<file path="config.mk">
export PLATFORM = sky130hd
export DESIGN_NAME = imm_gen_pipe
export DESIGN_NICKNAME = d
export VERILOG_FILES = /design/src/rtl/imm_gen_pipe.sv
export SDC_FILE = /design/constraint.sdc
export NUM_CORES = 1
export LEC_CHECK = 0
export BUFFER_PORTS_ARGS = -buffer_cell sky130_fd_sc_hd__buf_2
export CORE_MARGIN = 3
export CORE_UTILIZATION = 50
export CTS_CLUSTER_SIZE = 20
export DETAILED_ROUTE_END_ITERATION = 6
export HOLD_SLACK_MARGIN = 0.05
export PLACE_DENSITY = 0.74
export SLEW_MARGIN = 30
export SYNTH_ARGS = -nofsm -noshare
export SYNTH_HDL_FRONTEND = slang
export SYNTH_SLANG_ARGS = --single-unit
</file>
<file path="constraint.sdc">
create_clock -name clk -period 5.79 [get_ports clk]
set_input_delay 0.579 -clock clk [delete_from_list [all_inputs] [get_ports clk]]
set_output_delay 0.579 -clock clk [all_outputs]
set_load 0.005 [all_outputs]
</file>
<file path="src/rtl/imm_gen_pipe.sv">
// imm_gen_pipe: RISC-V immediate generator for all base formats, with a
// two-entry valid/ready output buffer and a saturating illegal-opcode counter.
// Sits between instruction fetch and the execute operand mux.
module imm_gen_pipe #(
    parameter int XLEN       = 32,
    parameter bit SHAMT_ZEXT = 1'b1,
    parameter int CNT_W      = 16
) (
    input  logic             clk,
    input  logic             rst,
    input  logic             in_valid,
    output logic             in_ready,
    input  logic [31:0]      instr,
    output logic             out_valid,
    input  logic             out_ready,
    output logic [XLEN-1:0]  imm,
    output logic [2:0]       fmt,
    output logic             illegal,
    output logic [CNT_W-1:0] illegal_cnt
);

    localparam logic [2:0] FMT_R   = 3'd0;
    localparam logic [2:0] FMT_I   = 3'd1;
    localparam logic [2:0] FMT_S   = 3'd2;
    localparam logic [2:0] FMT_B   = 3'd3;
    localparam logic [2:0] FMT_U   = 3'd4;
    localparam logic [2:0] FMT_J   = 3'd5;
    localparam logic [2:0] FMT_ILL = 3'd7;

    typedef struct packed {
        logic [XLEN-1:0] imm;
        logic [2:0]      fmt;
        logic            ill;
    } entry_t;

    logic [6:0]  opcode;
    logic [2:0]  funct3;
    logic [5:0]  shamt;
    logic [31:0] imm32;
    logic        dec_shift;
    entry_t      dec_entry;

    entry_t          e0_q, e0_d;
    entry_t          e1_q, e1_d;
    logic [1:0]      count_q, count_d;
    logic [CNT_W-1:0] cnt_q, cnt_d;

    logic push;
    logic pop;

    assign opcode = instr[6:0];
    assign funct3 = instr[14:12];
    // RV64 shifts carry a 6-bit shamt; RV32 only 5 bits.
    assign shamt  = (XLEN == 64) ? instr[25:20] : {1'b0, instr[24:20]};

    // Combinational format decode and immediate assembly from the raw word.
    always_comb begin
        imm32         = 32'd0;
        dec_shift     = 1'b0;
        dec_entry.fmt = FMT_R;
        dec_entry.ill = 1'b0;
        case (opcode)
            7'b0000011, 7'b1100111, 7'b1110011: begin
                dec_entry.fmt = FMT_I;
                imm32         = {{20{instr[31]}}, instr[31:20]};
            end
            7'b0010011: begin
                dec_entry.fmt = FMT_I;
                imm32         = {{20{instr[31]}}, instr[31:20]};
                dec_shift     = SHAMT_ZEXT && ((funct3 == 3'b001) || (funct3 == 3'b101));
            end
            7'b0100011: begin
                dec_entry.fmt = FMT_S;
                imm32         = {{20{instr[31]}}, instr[31:25], instr[11:7]};
            end
            7'b1100011: begin
                dec_entry.fmt = FMT_B;
                imm32         = {{19{instr[31]}}, instr[31], instr[7], instr[30:25], instr[11:8], 1'b0};
            end
            7'b0110111, 7'b0010111: begin
                dec_entry.fmt = FMT_U;
                imm32         = {instr[31:12], 12'd0};
            end
            7'b1101111: begin
                dec_entry.fmt = FMT_J;
                imm32         = {{11{instr[31]}}, instr[31], instr[19:12], instr[20], instr[30:21], 1'b0};
            end
            7'b0110011: begin
                dec_entry.fmt = FMT_R;
            end
            default: begin
                dec_entry.fmt = FMT_ILL;
                dec_entry.ill = 1'b1;
            end
        endcase
        // Everything is built as 32 bits and widened from bit 31, which also
        // gives U-type its sign extension on RV64.
        dec_entry.imm = dec_shift ? XLEN'(shamt) : XLEN'($signed(imm32));
    end

    assign in_ready  = (count_q != 2'd2);
    assign out_valid = (count_q != 2'd0);
    assign push      = in_valid & in_ready;
    assign pop       = out_valid & out_ready;

    // Buffer next state: e0 is always the head, so an emptied buffer keeps
    // showing the last popped entry.
    always_comb begin
        e0_d    = e0_q;
        e1_d    = e1_q;
        count_d = count_q;
        cnt_d   = cnt_q;
        case (count_q)
            2'd0: begin
                if (push) begin
                    e0_d    = dec_entry;
                    count_d = 2'd1;
                end
            end
            2'd1: begin
                if (push && pop) begin
                    e0_d = dec_entry;
                end else if (push) begin
                    e1_d    = dec_entry;
                    count_d = 2'd2;
                end else if (pop) begin
                    count_d = 2'd0;
                end
            end
            default: begin
                if (pop) begin
                    e0_d    = e1_q;
                    count_d = 2'd1;
                end
            end
        endcase
        if (push && dec_entry.ill && (cnt_q != {CNT_W{1'b1}})) begin
            cnt_d = cnt_q + CNT_W'(1);
        end
    end

    // State registers; reset drops all buffered entries at once.
    always_ff @(posedge clk or posedge rst) begin
        if (rst) begin
            e0_q    <= '0;
            e1_q    <= '0;
            count_q <= 2'd0;
            cnt_q   <= '0;
        end else begin
            e0_q    <= e0_d;
            e1_q    <= e1_d;
            count_q <= count_d;
            cnt_q   <= cnt_d;
        end
    end

    assign imm         = e0_q.imm;
    assign fmt         = e0_q.fmt;
    assign illegal     = e0_q.ill;
    assign illegal_cnt = cnt_q;

endmodule

</file>
==> results of run 1 <==
## power breakdown
part	internal [mW]	total [mW]	switching [mW]	leakage [nW]
combinational	0.175	0.388	0.213	1.06
clock	0.170	0.404	0.234	0.0863
sequential	0.765	0.862	0.0968	1.14
total	1.11	1.65	0.544	2.29
## flip-flops by register name, summed over array words and instances (netlist names)
name / count
count_q: 2
illegal_cnt: 16
imm: 32
illegal: 1
e1_q: 36
fmt: 3
## worst min path at each step
stage	from	endpoint	cells past startpoint
4_1_cts	rst	imm[27]	3
2_1_floorplan	e1_q[3]	e1_q[3]	2
3_5_place_dp	e1_q[3]	e1_q[3]	2
3_3_place_gp	e1_q[3]	e1_q[3]	2
6_report	rst	illegal_cnt[12]	3
5_1_grt	instr[25]	imm[5]	3
## per-layer routing
| metal | global-route usage | wire length [µm] |
|---|---|---|
| met3 | 0.0547 | 647 |
| met1 | 0.315 | 4680 |
| met5 | 0 | 0 |
| met4 | 0.0651 | 142 |
| met2 | 0.345 | 5070 |
## stage by stage
stage	area, µm²	util	power, mW	std cells
6_report	5030	0.603	1.65	652
5_1_grt	5030	0.603	1.76	652
4_1_cts	5020	0.602	1.66	652
3_5_place_dp	4840	0.580	1.27	636
3_3_place_gp	4840	0.580	1.25	636
2_1_floorplan	4350	-	1.10	468
## cell usage after synthesis, types with 4 or more instances
library cell,instances
nor2_1,42
nand2_1,78
a221oi_1,9
clkbuf_1,18
o22ai_1,7
a21oi_1,25
and3_1,15
nand3_1,14
a31oi_1,15
dfrtp_1,90
a22oi_1,14
buf_2,5
o21ai_0,47
nor3_1,4
a21oi_2,4
xnor2_1,14
nand4_1,7
and2_1,5
inv_1,5
## cell families (layout without fill, tap and decap cells)
family	count (synthesis)	count (layout)	synth area share
and+or+nand+nor	188	188	0.203
muxes	5	5	0.0121
buffers and inverters	34	113	0.0331
adders and majority gates	1	1	0.00288
DFF	90	90	0.518
AOI/OAI and AO/OA	134	134	0.199
xor gates and xnor gates	16	16	0.0322
## layout make-up
class / count / area share
Multi-Input combinational cell: 344 / 0.393
Timing Repair Buffer: 92 / 0.0938
Tap cell: 105 / 0.0261
Clock buffer: 11 / 0.0281
Inverter: 5 / 0.00398
Clock inverter: 5 / 0.00746
Sequential cell: 90 / 0.448
## tightest hold or removal path: stages
cell	delay, ps
buf_2	100
clkinv_2	40
buf_6	590
==> impl_metrics.py, run 1 <==
metrics = {
    "min_path": {
        "holdCritPathClass": "primary input to async pin",
    },
    "clock_tree": {
        "clock-root-buffer": "clkbuf_8",
        "cts_buffers": 9,
        "cts_tree": "built",
        "cts.sinks": 90,
        "clkLatencyLatePin_ps": 370,
        "cts_setup_buffers": 0,
        "clk_pin_slew_ps": 90,
        "cts_buffer_depth": 2,
        "cts-htree-levels": 3,
        "hold_buffers": 0,
        "cts.repair.resized": 0,
    },
    "routing": {
        "vias": 3802,
        "routedWlPerCell_um": 16.2,
        "firstDrtPassIters": 4,
        "drtIter0Drc": 234,
        "vias_per_cell": 5.83,
        "routed_wl_um": 10500,
        "drc_errors": 0,
        "ant_nets": 0,
    },
    "pwr": {
        "power_density_nw_per_um2": 329,
        "ir_drop_uv": 119,
        "p_leak_nw": 2.29,
    },
    "logic_synthesis": {
        "ys_seq_area_frac": 0.518,
        "yosys.area.top_type": "dfrtp_1",
        "postSynthAreaPerCell_um2": 9.29,
        "ys_top_cells_by_area": "dfrtp_1 52%, nand2_1 6.7%, o21ai_0 5.4%",
        "syn_inst": 468,
        "synthArstFlopShare": 1.00,
        "ys_warn_count": 0,
        "syn_nets": 505,
        "syn_area_um2": 4350,
        "ys.flop_type": "dfrtp_1",
        "synthDistinctLibCells": 50,
        "ys_ff_latch": 90,
        "synth_top_area_frac": 0.518,
        "synth_edf_count": 0,
    },
    "floorplan": {
        "die_h_um": 99.3,
        "rows": 33,
        "boundaryPins": 90,
        "dieArea_um2": 9850,
        "chipWidth_um": 99.3,
        "initial_core_util": 0.521,
        "core_um2": 8340,
    },
    "critical_path": {
        "worstPathRequired_ps": 6020,
        "critical_path_class": "register to register",
        "crit_cells": 5,
        "r2r-end": "imm[25]",
        "crit_end": "imm[25]",
        "ff2ff_setup_slack_ps": 3380,
        "endpoint_kind": "register",
        "reg2reg_depth": 5,
        "r2r_start": "count_q[1]",
        "path_delay_family": "compound AO/OA/AOI/OAI gates",
        "max_stage_delay_ps": 640,
        "slowest_stage": "dfrtp_2",
        "crit_chain": "nor2_1 -> o22a_2 -> nand2_1 -> a21oi_2 -> a22oi_1",
        "crit_fanout": 33,
        "critical_path_buf_inv_count": 0,
        "cp-startpoint": "count_q[1]",
        "critPathLaunchType": "register",
        "arrival_ps": 2640,
    },
    "timing": {
        "fin_tns_setup_ps": 0,
        "max_freq_ghz": 0.415,
        "tightestPinTransition_ps": 913,
        "finalCritPeriodShare": 0.416,
        "timing.hold.ws_ps": 415,
        "setup_viol": 0,
        "fin_ws_ps": 3380,
        "final_hold_viol_count": 0,
        "relSlewSlack": 0.391,
        "finClkSkew_ps": 11.7,
        "rsz0062_at_grt": "no",
        "period_minus_slack_ps": 2410,
        "drv_slew": 0,
    },
    "cells_and_area": {
        "multiInputGateArea_um2": 1970,
        "nets": 579,
        "diodes": 0,
        "fill_cells": 756,
        "drive_gt1_frac": 0.238,
        "seqCellArea_um2": 2250,
        "area_growth_pct": 15.7,
        "final_cell_mix": "89 x dfrtp_1, 89 x buf_2, 78 x nand2_1, 47 x o21ai_0, 42 x nor2_1",
    },
    "place": {
        "port_buffers": 89,
        "place_ws_ps": 2990,
        "gp_congestion": 0.884,
        "hpwlAfterDp_um": 7340,
    },
    "grt": {
        "antenna_found_initial": 0,
        "grt_pass1_wl_um": 17800,
        "grt_overflow": 0,
        "grt_use_total": 0.223,
        "grt_max_degree": 91,
        "grt_pass1_vias": 3643,
    },
    "run": {
        "drv_cap": 0,
    },
    "status": {
        "status": "finished clean",
    },
}
Note: power is estimated with default switching activity, not from simulation.
==> run 2: changes to the inputs <==
==> constraint.sdc (replaced) <==
create_clock -name clk -period 2.4 [get_ports clk]
set_input_delay 0.24 -clock clk [delete_from_list [all_inputs] [get_ports clk]]
set_output_delay 0.24 -clock clk [all_outputs]
set_load 0.005 [all_outputs]
==> impl_metrics.py, run 2 (synthesized netlist as in run 1, its figures left out) <==
metrics = {
    "status": {
        "status": "finished clean",
    },
    "critical_path": {
        "max_stage_delay_ps": 500,
        "endpoint_kind": "register",
        "ff2ff_setup_slack_ps": 420,
        "path_delay_family": "simple AND/OR/NAND/NOR gates",
        "critPathLaunchType": "register",
        "arrival_ps": 2220,
        "critical_path_buf_inv_count": 1,
        "worstPathRequired_ps": 2640,
        "crit_fanout": 14,
        "slowest_stage": "nor4bb_1",
        "critical_path_class": "register to register",
        "crit_chain": "ha_1 -> nand4_1 -> nor4bb_1 -> a21oi_2 -> buf_4 -> and3_1 -> xor2_1",
    },
    "grt": {
        "grt_overflow": 0,
        "grt_pass1_vias": 3729,
        "grt_use_total": 0.227,
        "grt_pass1_wl_um": 18000,
        "antenna_found_initial": 0,
        "grt_max_degree": 91,
    },
    "routing": {
        "met3_length_um": 591,
        "drtIter0Drc": 182,
        "firstDrtPassIters": 5,
        "drc_errors": 0,
        "met2_length_um": 5080,
        "routedWlPerCell_um": 16.3,
        "wl_met1_um": 4920,
        "vias": 3864,
        "ant_nets": 0,
        "vias_per_cell": 5.85,
        "routed_wl_um": 10800,
        "top_layer_used": "met4",
    },
    "place": {
        "port_buffers": 89,
        "hpwlAfterDp_um": 7420,
        "place_ws_ps": 469,
        "dp_cells": 644,
        "gp_congestion": 0.879,
    },
    "clock_tree": {
        "clkLatencyLatePin_ps": 360,
        "clk_pin_slew_ps": 90,
        "cts_buffers": 9,
        "clock-root-buffer": "clkbuf_8",
        "cts_setup_buffers": 0,
        "cts_buffer_depth": 2,
        "cts.sinks": 90,
        "cts_tree": "built",
        "cts-htree-levels": 3,
    },
    "min_path": {
        "holdCritPathClass": "primary input to register",
    },
    "cells_and_area": {
        "drive_gt1_frac": 0.239,
        "nets": 588,
        "largest-register": "e1_q",
        "largest_reg_flops": 36,
        "diodes": 0,
        "area_growth_pct": 17.9,
        "final_cell_mix": "90 x dfrtp_1, 89 x buf_2, 78 x nand2_1, 47 x o21ai_0, 42 x nor2_1",
        "fill_cells": 751,
        "fin_util": 0.615,
        "fin_cells": 661,
        "layout_commonest_cell": "dfrtp_1",
    },
    "floorplan": {
        "initial_core_util": 0.521,
        "chipWidth_um": 99.3,
        "dieArea_um2": 9850,
        "core_um2": 8340,
        "rows": 33,
        "die_h_um": 99.3,
        "boundaryPins": 90,
    },
    "timing": {
        "final_hold_viol_count": 0,
        "period_minus_slack_ps": 1980,
        "fin_ws_ps": 419,
        "drv_slew": 0,
        "rsz0062_at_grt": "no",
        "max_freq_ghz": 0.505,
        "setup_viol": 0,
        "finalCritPeriodShare": 0.826,
        "tightestPinTransition_ps": 844,
        "fin_tns_setup_ps": 0,
        "timing.hold.ws_ps": 128,
        "relSlewSlack": 0.437,
        "finClkSkew_ps": 11.6,
    },
    "pwr": {
        "clkPwrFrac": 0.271,
        "swShare": 0.310,
        "power_density_nw_per_um2": 813,
        "p_comb_frac": 0.235,
        "p_leak_nw": 2.34,
        "ir_drop_uv": 362,
        "seq_power_share": 0.494,
        "p_int_mw": 2.87,
        "p_sw_mw": 1.29,
    },
    "run": {
        "drv_cap": 0,
    },
}
-- run 2: worst reg2reg max path, stage by stage, from the launching register on --
cell      delay (ps)
dfrtp_1          410
ha_1             200
nand4_1          130
nor4bb_1         500
a21oi_2           90
buf_4            210
and3_1           200
xor2_1           130
-- run 2: path summary, 6_finish.rpt --
check                                from              to  depth (start not counted)
setup reg to reg           illegal_cnt[0]  illegal_cnt[2]                          7
min in group asynchronous             rst  illegal_cnt[9]                          4
setup / recovery           illegal_cnt[0]  illegal_cnt[2]                          7
max in group asynchronous             rst         imm[13]                          4
hold / removal                  instr[30]         imm[10]                          3
hold reg to reg                   e1_q[2]         e1_q[2]                          2
-- run 2: timing repair --
item	in CTS	in global routing
hold buffers	1	0
setup endpoints to repair	0	0
endpoints found under the hold margin	72	0
resized for setup	0	0
-- run 2: metal layers --
layer  up-vias  track usage
met5         -            0
met4         0       0.0903
met3        18       0.0337
met2       130        0.358
met1      1876        0.317
li1       1840            -
-- run 2: power by group through the flow --
stage,Combinational [mW],Sequential [mW],Clock [mW]
final,0.979,2.06,1.13
after global routing,1.11,2.10,1.19
after CTS,0.993,2.06,1.14
after detailed placement,0.986,2.09,0
after global placement,0.957,2.07,0
after floorplan,0.581,2.07,0
-- run 2: area by class of cell --
class / count / area [µm²] / share of cell area
well taps: 105 / 131 / 0.0256
multi-input cells: 344 / 1960 / 0.382
repair buffers: 101 / 551 / 0.107
clock buffers: 12 / 135 / 0.0264
inverters: 5 / 22.5 / 0.00439
flip-flops and latches: 90 / 2250 / 0.439
clock inverters: 4 / 76.3 / 0.0149
-- run 2: per-stage QoR --
| stage | instance area, µm² | power, mW |
|---|---|---|
| 5_1_grt | 5130 | 4.40 |
| 3_3_place_gp | 4900 | 3.02 |
| 4_1_cts | 5130 | 4.19 |
| 2_1_floorplan | 4350 | 2.65 |
| 6_report | 5130 | 4.17 |
| 3_5_place_dp | 4900 | 3.07 |
